==> src/rtl/wb_stage.sv <==
// wb_stage: write-back pipeline register for the ARM core. It selects load data or the
//           ALU result and drives the register-file write port.
// Latency:  1 cycle. MEM inputs sampled at edge N appear on the outputs right after edge N.
//           All outputs are registered.
// Backpressure: none is generated. freeze holds the stage. flush inserts a bubble and wins over freeze.
//
// Ports:
//   clk, rst (sync, active-high)    - clock / reset
//   freeze, flush                   - stall / bubble insertion
//   mem_valid, mem_wb_en, mem_r_en  - MEM-stage instruction qualifiers
//   mem_dest, alu_result, mem_data  - MEM-stage payload
//   writeBackEn, destWB, resultWB   - register-file write port
//   fwd_valid                       - pending write in this stage (same as writeBackEn)
//   r15_drop                        - one-cycle pulse: a write to R15 was discarded
//   wb_count                        - retired-write counter
//
// Optional feature: define WB_STAGE_COUNT_EN to build the retired-write counter.
// When it is undefined, wb_count is tied to zero.

module wb_stage #(
    parameter int DW = 32,
    parameter int RW = 4
) (
    input  logic          clk,
    input  logic          rst,
    input  logic          freeze,
    input  logic          flush,
    input  logic          mem_valid,
    input  logic          mem_wb_en,
    input  logic          mem_r_en,
    input  logic [RW-1:0] mem_dest,
    input  logic [DW-1:0] alu_result,
    input  logic [DW-1:0] mem_data,
    output logic          writeBackEn,
    output logic [RW-1:0] destWB,
    output logic [DW-1:0] resultWB,
    output logic          fwd_valid,
    output logic          r15_drop,
    output logic [31:0]   wb_count
);

    logic          we_q,   we_d;
    logic [RW-1:0] dest_q, dest_d;
    logic [DW-1:0] res_q,  res_d;
    logic          drop_q, drop_d;

    logic capture;
    logic wr_req;
    logic is_r15;

    assign capture = !flush && !freeze;
    assign wr_req  = mem_valid && mem_wb_en;
    // The register file only holds R0-R14, so the all-ones index is not writable.
    assign is_r15  = (mem_dest == {RW{1'b1}});

    always_comb begin
        we_d   = we_q;
        dest_d = dest_q;
        res_d  = res_q;
        // r15_drop clears on every non-capture edge so that it stays a single-cycle pulse.
        drop_d = 1'b0;
        if (flush) begin
            we_d   = 1'b0;
            dest_d = '0;
            res_d  = '0;
        end else if (capture) begin
            we_d   = wr_req && !is_r15;
            dest_d = mem_dest;
            res_d  = mem_r_en ? mem_data : alu_result;
            drop_d = wr_req && is_r15;
        end
    end

    always_ff @(posedge clk) begin
        if (rst) begin
            we_q   <= 1'b0;
            dest_q <= '0;
            res_q  <= '0;
            drop_q <= 1'b0;
        end else begin
            we_q   <= we_d;
            dest_q <= dest_d;
            res_q  <= res_d;
            drop_q <= drop_d;
        end
    end

`ifdef WB_STAGE_COUNT_EN
    logic [31:0] cnt_q, cnt_d;

    // Count only edges that actually load a write. Frozen, flushed, bubble and R15 cycles do not count.
    // The counter wraps naturally at 2^32.
    always_comb begin
        cnt_d = cnt_q;
        if (capture && wr_req && !is_r15) begin
            cnt_d = cnt_q + 32'd1;
        end
    end

    always_ff @(posedge clk) begin
        if (rst) begin
            cnt_q <= '0;
        end else begin
            cnt_q <= cnt_d;
        end
    end

    assign wb_count = cnt_q;
`else
    assign wb_count = 32'h0;
`endif

    assign writeBackEn = we_q;
    assign fwd_valid   = we_q;
    assign destWB      = dest_q;
    assign resultWB    = res_q;
    assign r15_drop    = drop_q;

endmodule

==> config.mk <==
export PLATFORM = sky130hd
export DESIGN_NAME = wb_stage
export DESIGN_NICKNAME = d
export VERILOG_FILES = /design/src/rtl/wb_stage.sv
export SDC_FILE = /design/constraint.sdc
export NUM_CORES = 1
export LEC_CHECK = 0
export BUFFER_PORTS_ARGS = -buffer_cell sky130_fd_sc_hd__clkbuf_2
export CORE_MARGIN = 2
export CORE_UTILIZATION = 46
export CTS_BUF_LIST = sky130_fd_sc_hd__clkbuf_8
export DETAILED_ROUTE_END_ITERATION = 8
export GPL_ROUTABILITY_DRIVEN = 0
export GPL_TIMING_DRIVEN = 1
export PLACE_DENSITY = 0.88
export SETUP_SLACK_MARGIN = 0.3
export SYNTH_ARGS = -nofsm -noshare
export SYNTH_HDL_FRONTEND = slang
export SYNTH_SLANG_ARGS = --single-unit
==> constraint.sdc <==
create_clock -name clk -period 2.1 [get_ports clk]
set_input_delay 0.525 -clock clk [delete_from_list [all_inputs] [get_ports clk]]
set_output_delay 0.525 -clock clk [all_outputs]
set_load 0.01 [all_outputs]
==> results.cfg, run 1 <==
[drt]
drcViolationCount = 0
top_layer = met4
viasPerCell = 4.56
drt_iter0_drc = 41
met3_length_um = 404
drt_pass1_iterations = 2
met2_length_um = 2100
avgRoutedWirePerCell_um = 11.7
ant_nets = 0
wirelength_um = 4200
wl_met1_um = 1660
via_count = 1636

[hold_path]
min-delay-start = mem_wb_en
min_to = r15_drop$_SDFF_PP0_
hold_path.class = primary input to register
hold_depth = 3

[setup_path]
cp.required_ps = 1570
critPathTopFamily = flip-flops
timing.rr.end = resultWB[5]$_SDFFE_PP0P_
path_buf_inv = 1
r2r_setup_slack_ps = 1470
crit_fanout = 3
reg2reg_depth = 2
crit_path_cell_trace = clkbuf_2
critical_path.max_stage_delay_ps = 360
reg2reg_from = resultWB[5]$_SDFFE_PP0P_
critPathLaunchType = register
end_kind = output pin
arrival_ps = 780
worst-setup-path-type = register to output pin
crit_path_top_delay_cell = dfxtp_1

[timing]
finalSetupViolCount = 0
maxSlewViolCount = 0
period_share = 0.622
whs_ps = 482
hold_violations = 0
period_needed_ps = 1310
skew_ps = 0
rsz0062_at_grt = no
timing.setup.tns_ps = 0
setup_ws_ps = 793
max_freq_ghz = 0.765

[die]
die_h_um = 71.8
ios = 146
core_um2 = 4380
dieArea_um2 = 5160
rows = 24
start_util = 0.483
die_w_um = 71.8

[clocking]
clkTransAtPathRegs_ps = 70
clock_sinks = 38
cts_tree = yes
clock_path_buffers = 2
cts.hold.buffers_added = 0
cts_resized = 0
clock_latency_ps = 280
cts-buffers-inserted = 5
cts_root_buf = clkbuf_8
cts_max_level = 2
post_cts.repair.setup_buffers = 0

[synth]
synth.distinct_cells = 17
ys_seq_elements = 38
synth_warnings = 0
syn_area_per_cell_um2 = 10.9
netlist_area_um2 = 2120
synth-seq-area-share = 0.359
synthCells = 195

[power]
p_leak_nw = 1.53
peakVddDrop_v = 0.000529
powerDensity_nw_per_um2 = 674

[place]
dp_hpwl_um = 3340
postPlaceCellArea_um2 = 2590
portBuffers = 113
post-place-ws_ps = 541

[job]
max_cap_viol_count = 0

[global_route]
antenna_found_initial = 0
grt_max_degree = 33
grt_pass1_vias = 1493
grt_pass1_wl_um = 6510
grt_util_all_layers = 0.161
grt-ovfl-total = 0

[layout]
fin_util = 0.624
drive_gt1_frac = 0.515
area_growth_pct = 29.3
diodes = 0
fin_area_um2 = 2740
nNetsFinal = 381

[status]
status = completed
-- power breakdown --
part,leakage [nW],internal (W),switching (W)
Clock,0.0714,0.000507,0.000246
Combinational,1.15,0.000187,0.000148
Sequential,0.310,0.000746,0.0000125
-- layer usage --
| metal | global-route usage | up-vias |
|---|---|---|
| met5 | 0 | - |
| met4 | 0.0503 | 0 |
| met3 | 0.0492 | 4 |
| met2 | 0.291 | 89 |
| met1 | 0.179 | 732 |
| li1 | - | 811 |
-- cell families after synthesis --
group	after synthesis	synth area share
AOI/OAI and AO/OA	1	0.00236
other	1	0.00177
DFF	38	0.359
muxes	68	0.394
buffers and inverters	45	0.163
and+or+nand+nor	42	0.0804
-- sequential cells by signal, indices dropped and copies added (netlist names) --
register / cells
destWB: 4
fwd_valid: 1
r15_drop: 1
resultWB: 32
-- synth_stat cells --
master / instances / area [um^2]
mux2i_1: 36 / 360
conb_1: 1 / 3.75
mux2_2: 2 / 22.5
or3b_1: 1 / 8.76
buf_6: 3 / 33.8
or2_1: 1 / 6.26
mux2_4: 30 / 450
dfxtp_1: 38 / 761
nand4_1: 1 / 6.26
buf_8: 1 / 15.0
nand2_1: 2 / 7.51
nor4_1: 1 / 6.26
buf_4: 37 / 278
nor2_1: 36 / 135
a21oi_1: 1 / 5.00
clkbuf_1: 2 / 7.51
buf_2: 2 / 10.0
-- worst max path at each step --
stage	cells after the start	slack (ps)	end	startpoint
after floorplan	5	740	resultWB[11]$_SDFFE_PP0P_	mem_r_en
after global placement	5	580	resultWB[21]$_SDFFE_PP0P_	mem_r_en
after CTS	1	770	writeBackEn	fwd_valid$_SDFFE_PP0P_
final	1	790	writeBackEn	fwd_valid$_SDFFE_PP0P_
after detailed placement	5	540	resultWB[21]$_SDFFE_PP0P_	mem_r_en
after global routing	1	730	writeBackEn	fwd_valid$_SDFFE_PP0P_
-- cells in the final DEF, fill, tap and decap left out, drive strengths merged --
master,n
a21oi,1
nor4,1
dfxtp,38
mux2i,36
clkbuf,119
or3b,1
mux2,32
or2,1
buf,5
nand4,1
conb,32
bufinv,2
nand2,2
nor2,36
-- stage by stage --
stage	instances	power (W)
detailed placement	351	0.00111
global route	359	0.00194
finish	359	0.00185
global placement	351	0.00110
CTS	359	0.00188
floorplan	226	0.00104
-- layout make-up --
type                    instances  area [um^2]
clock buffers                   6         82.6
clock inverters                 2         60.1
fillers                       377         1650
multi-input cells             143         1130
flip-flops and latches         38          761
well taps                      52         65.1
repair buffers                118          641
Note: power is estimated with default switching activity, not from simulation.
==> run 2, diff against run 1 <==
Settings changed: CORE_UTILIZATION 46 to 39, PLACE_DENSITY 0.88 to 0.79.
Clock period 2.1 ns to 1.2 ns, I/O delays scaled along.
==> run 2 against run 1 <==
Effect of this change: count of clock-buffer cells in the layout down 1; final cell count up 8.1%; register-to-register slack worse by 1000 ps; clock power up 41%; largest power group unchanged; die area up 17%; final area up 16%.
==> results.cfg, run 2 (same netlist as run 1, synthesis figures left out) <==
[layout]
area_growth_pct = 50.5
final_cell_mix = clkbuf_2, buf_6, nor2_1, dfxtp_2, mux2i_1
diodes = 0
fin_area_um2 = 3190
final_common_cell = clkbuf_2
nNetsFinal = 392
fill_cells = 442
drive_gt1_frac = 0.651
final_cells = 388
largest_reg_flops = 32

[global_route]
antenna_found_initial = 0
grt_pass1_wl_um = 7210
grt_pass1_vias = 1550
grt_max_degree = 20
grt_util_all_layers = 0.152
grt-ovfl-total = 0

[power]
peakVddDrop_v = 0.000477
pwr-share-seq = 0.433
p_leak_nw = 1.69
comb_power_share = 0.227
sw_frac_of_total = 0.244
internal_power_w = 0.00235
clockPowerShare = 0.341
switching_power_w = 0.000758
total_power_w = 0.00311
powerDensity_nw_per_um2 = 975

[setup_path]
critical_path.max_stage_delay_ps = 360
end_kind = output pin
critPathLaunchType = register
cp.required_ps = 900
reg2reg_depth = 3
worst-setup-path-type = register to output pin
critPathTopFamily = flip-flops
crit_path_top_delay_cell = dfxtp_4
arrival_ps = 770
cp_num_cells = 1
path_buf_inv = 1
crit_path_cell_trace = buf_6
r2r_setup_slack_ps = 440
crit_fanout = 3

[timing]
timing.setup.tns_ps = 0
maxSlewViolCount = 0
period_needed_ps = 1070
period_share = 0.888
finalSetupViolCount = 0
skew_ps = 0
rsz0062_at_grt = yes
hold_violations = 0
whs_ps = 262
max_freq_ghz = 0.938

[place]
dp_hpwl_um = 3500
placed_cells = 372
postPlaceCellArea_um2 = 2650
portBuffers = 113

[clocking]
cts_root_buf = clkbuf_8
cts_max_level = 2
clock_path_buffers = 2
cts.hold.buffers_added = 0
clock_latency_ps = 290
clkTransAtPathRegs_ps = 70
cts-buffers-inserted = 5
cts_tree = yes
clock_sinks = 38

[drt]
drt_pass1_iterations = 2
avgRoutedWirePerCell_um = 12.9
drt_iter0_drc = 27
via_count = 1689
drcViolationCount = 0
viasPerCell = 4.35
ant_nets = 0
wirelength_um = 4990

[hold_path]
hold_depth = 3
hold_path.class = primary input to register

[job]
max_cap_viol_count = 0

[die]
core_um2 = 5170
dieArea_um2 = 6030
rows = 26
die_h_um = 77.7
die_w_um = 77.7
ios = 146
start_util = 0.409

[status]
status = completed
[run 2: cell types whose count changed in the layout (fill, tap and decap cells not counted), moves of 2 or more]
cell / change
buf_16: +3
buf_4: +8
buf_6: +37
clkbuf_2: -40
clkinv_2: +2
dfxtp_1: -37
dfxtp_2: +36
[run 2: cell type report]
cell class,count,area (um^2),area share
multi-input combinational,143,1140,0.356
timing repair buffer,129,1040,0.328
sequential,38,810,0.254
tap,70,87.6,0.0275
clock buffer,5,68.8,0.0216
clock inverter,3,40.0,0.0126
[run 2: path summary, 6_finish.rpt]
path,start,to
max,fwd_valid$_SDFFE_PP0P_,writeBackEn
min,mem_wb_en,r15_drop$_SDFF_PP0_
max reg2reg,resultWB[10]$_SDFFE_PP0P_,resultWB[10]$_SDFFE_PP0P_
min reg2reg,resultWB[12]$_SDFFE_PP0P_,resultWB[12]$_SDFFE_PP0P_
[run 2: per-layer routing]
metal,vias up,share of wire,track usage
met1,766,0.38,0.160
met5,-,0,0
met4,0,0.010,0.0482
met2,89,0.53,0.280
met3,6,0.084,0.0512
li1,828,-,-
[run 2: power by group through the flow]
stage | Sequential (W) | Combinational (W) | Clock [W]
2_1_floorplan | 0.00138 | 0.000451 | 0
3_3_place_gp | 0.00136 | 0.000590 | 0
3_5_place_dp | 0.00136 | 0.000602 | 0
4_1_cts | 0.00134 | 0.000643 | 0.00108
5_1_grt | 0.00135 | 0.000758 | 0.00115
6_report | 0.00134 | 0.000704 | 0.00106
[run 2: metrics by stage]
step                      worst slack [ps]   util
after floorplan                       77.1      -
after global placement               -95.7  0.513
after detailed placement              -110  0.513
after CTS                              118  0.560
after global routing                   112  0.616
final                                  134  0.616
[run 2: what timing repair did]
item | 4_1_cts | 5_1_grt
setup endpoints to repair | 70 | 64
gates cloned | 2 | 0
pin swaps | 0 | 3
gates resized for setup | 44 | 79
buffers inserted | 0 | 6
==> run 3, diff against run 2 <==
Settings changed: CELL_PAD_IN_SITES_DETAIL_PLACEMENT set to 0, CELL_PAD_IN_SITES_GLOBAL_PLACEMENT set to 1, CORE_UTILIZATION 39 to 27, PLACE_DENSITY 0.79 to not set, PLACE_DENSITY_LB_ADDON set to 0.1.
==> run 3 against run 2 <==
Effect of this change: critical path depth unchanged; sequential cell count unchanged; worst setup slack better by 9.4 ps; sequential power is essentially flat; clock skew stayed put; first-iteration DRC count is 15% lower; sequential share of layout area decreased by 0.50 points; final cell count increased by 7.7%; wire length rose by 2.9%; worst hold slack worse by 8.1 ps; count of clock-buffer cells in the layout did not move; maximum frequency up 0.89%; critical path type unchanged; critical endpoint is now fwd_valid.
==> results.cfg, run 3 (same netlist as run 1, synthesis figures left out) <==
[setup_path]
critPathLaunchType = register
end_kind = output pin
reg2reg_from = resultWB[5]$_SDFFE_PP0P_
path_buf_inv = 1
cp-startpoint = fwd_valid$_SDFFE_PP0P_
cp.required_ps = 900
critical_path.max_stage_delay_ps = 360
worst-setup-path-type = register to output pin
crit_path_top_delay_cell = dfxtp_4
critPathTopFamily = flip-flops
crit_fanout = 3
crit_path_cell_trace = buf_6
arrival_ps = 760

[timing]
skew_ps = 0
period_needed_ps = 1060
finalSetupViolCount = 0
max_freq_ghz = 0.947
hold_violations = 0
maxSlewViolCount = 0
whs_ps = 254
setup_ws_ps = 144
rsz0062_at_grt = yes
period_share = 0.880

[drt]
ant_nets = 0
viasPerCell = 3.95
wirelength_um = 5140
avgRoutedWirePerCell_um = 12.3
drt_iter0_drc = 23
drcViolationCount = 0
via_count = 1650
drt_pass1_iterations = 4

[die]
die_w_um = 92.6
dieArea_um2 = 8570
start_util = 0.277
core_um2 = 7650
ios = 146
die_h_um = 92.6
rows = 32

[place]
post-place-ws_ps = -82.8
portBuffers = 113
dp_hpwl_um = 3630

[power]
powerDensity_nw_per_um2 = 965
p_leak_nw = 1.69
peakVddDrop_v = 0.000415

[layout]
nNetsFinal = 390
final_cell_mix = clkbuf_2, dfxtp_2, buf_6, mux2i_1, nor2_1
fill_cells = 752
drive_gt1_frac = 0.649
final_common_cell = clkbuf_2
area_growth_pct = 53.8
largest_reg_flops = 32
fin_util = 0.426
diodes = 0

[clocking]
cts_root_buf = clkbuf_8
cts.hold.buffers_added = 0
cts_tree = yes
cts-buffers-inserted = 5
clock_latency_ps = 290
clkTransAtPathRegs_ps = 70
clock_path_buffers = 2
cts_max_level = 2
clock_sinks = 38

[job]
max_cap_viol_count = 0

[global_route]
antenna_found_initial = 0
grt_max_degree = 25
grt_util_all_layers = 0.117
grt-ovfl-total = 0
grt_pass1_vias = 1504
grt_pass1_wl_um = 7620

[status]
status = completed

[hold_path]
hold_path.class = primary input to register
min-delay-start = mem_wb_en
[run 3: what timing repair did]
action / 4_1_cts / 5_1_grt
endpoints found under the setup margin: 67 / 69
resized for setup: 47 / 81
pin swaps: 0 / 5
gates cloned: 4 / 0
setup buffers: 2 / 0
[run 3: final timing paths]
check                                           endpoint  slack, ps  cells past startpoint
worst max register to register  resultWB[5]$_SDFFE_PP0P_        480                      3
worst min register to register    fwd_valid$_SDFFE_PP0P_        490                      2
worst min-delay path                 r15_drop$_SDFF_PP0_        250                      3
worst max-delay path                           fwd_valid        140                      1
[run 3: per-stage QoR]
stage,instance area (um^2),total power [W],TNS [ps],instances
6_report,3260,0.00314,0,418
5_1_grt,3260,0.00331,0,418
4_1_cts,3010,0.00315,0,418
3_5_place_dp,2690,0.00197,-1370,404
3_3_place_gp,2690,0.00196,-909,404
2_1_floorplan,2250,0.00183,0,226
[run 3: power by group]
group	switching (W)	internal, W	total (W)	leakage [nW]
logic	0.000283	0.000437	0.000720	1.31
clock network	0.000467	0.000612	0.00108	0.0579
registers	0.0000311	0.00131	0.00134	0.327
total	0.000781	0.00236	0.00314	1.69
[run 3: cell type report]
| class | instances | area, um^2 | area share |
|---|---|---|---|
| Tap cell | 102 | 128 | 0.0392 |
| Multi-Input combinational cell | 143 | 1140 | 0.349 |
| Clock inverter | 3 | 40.0 | 0.0123 |
| Clock buffer | 5 | 68.8 | 0.0211 |
| Sequential cell | 38 | 811 | 0.249 |
| Timing Repair Buffer | 127 | 1070 | 0.329 |
[run 3: layer usage]
metal	vias up	GRT usage	routed length, um
met4	0	0.0410	56
li1	829	-	-
met5	-	0	0
met1	739	0.147	2230
met2	77	0.186	2390
met3	5	0.0415	461
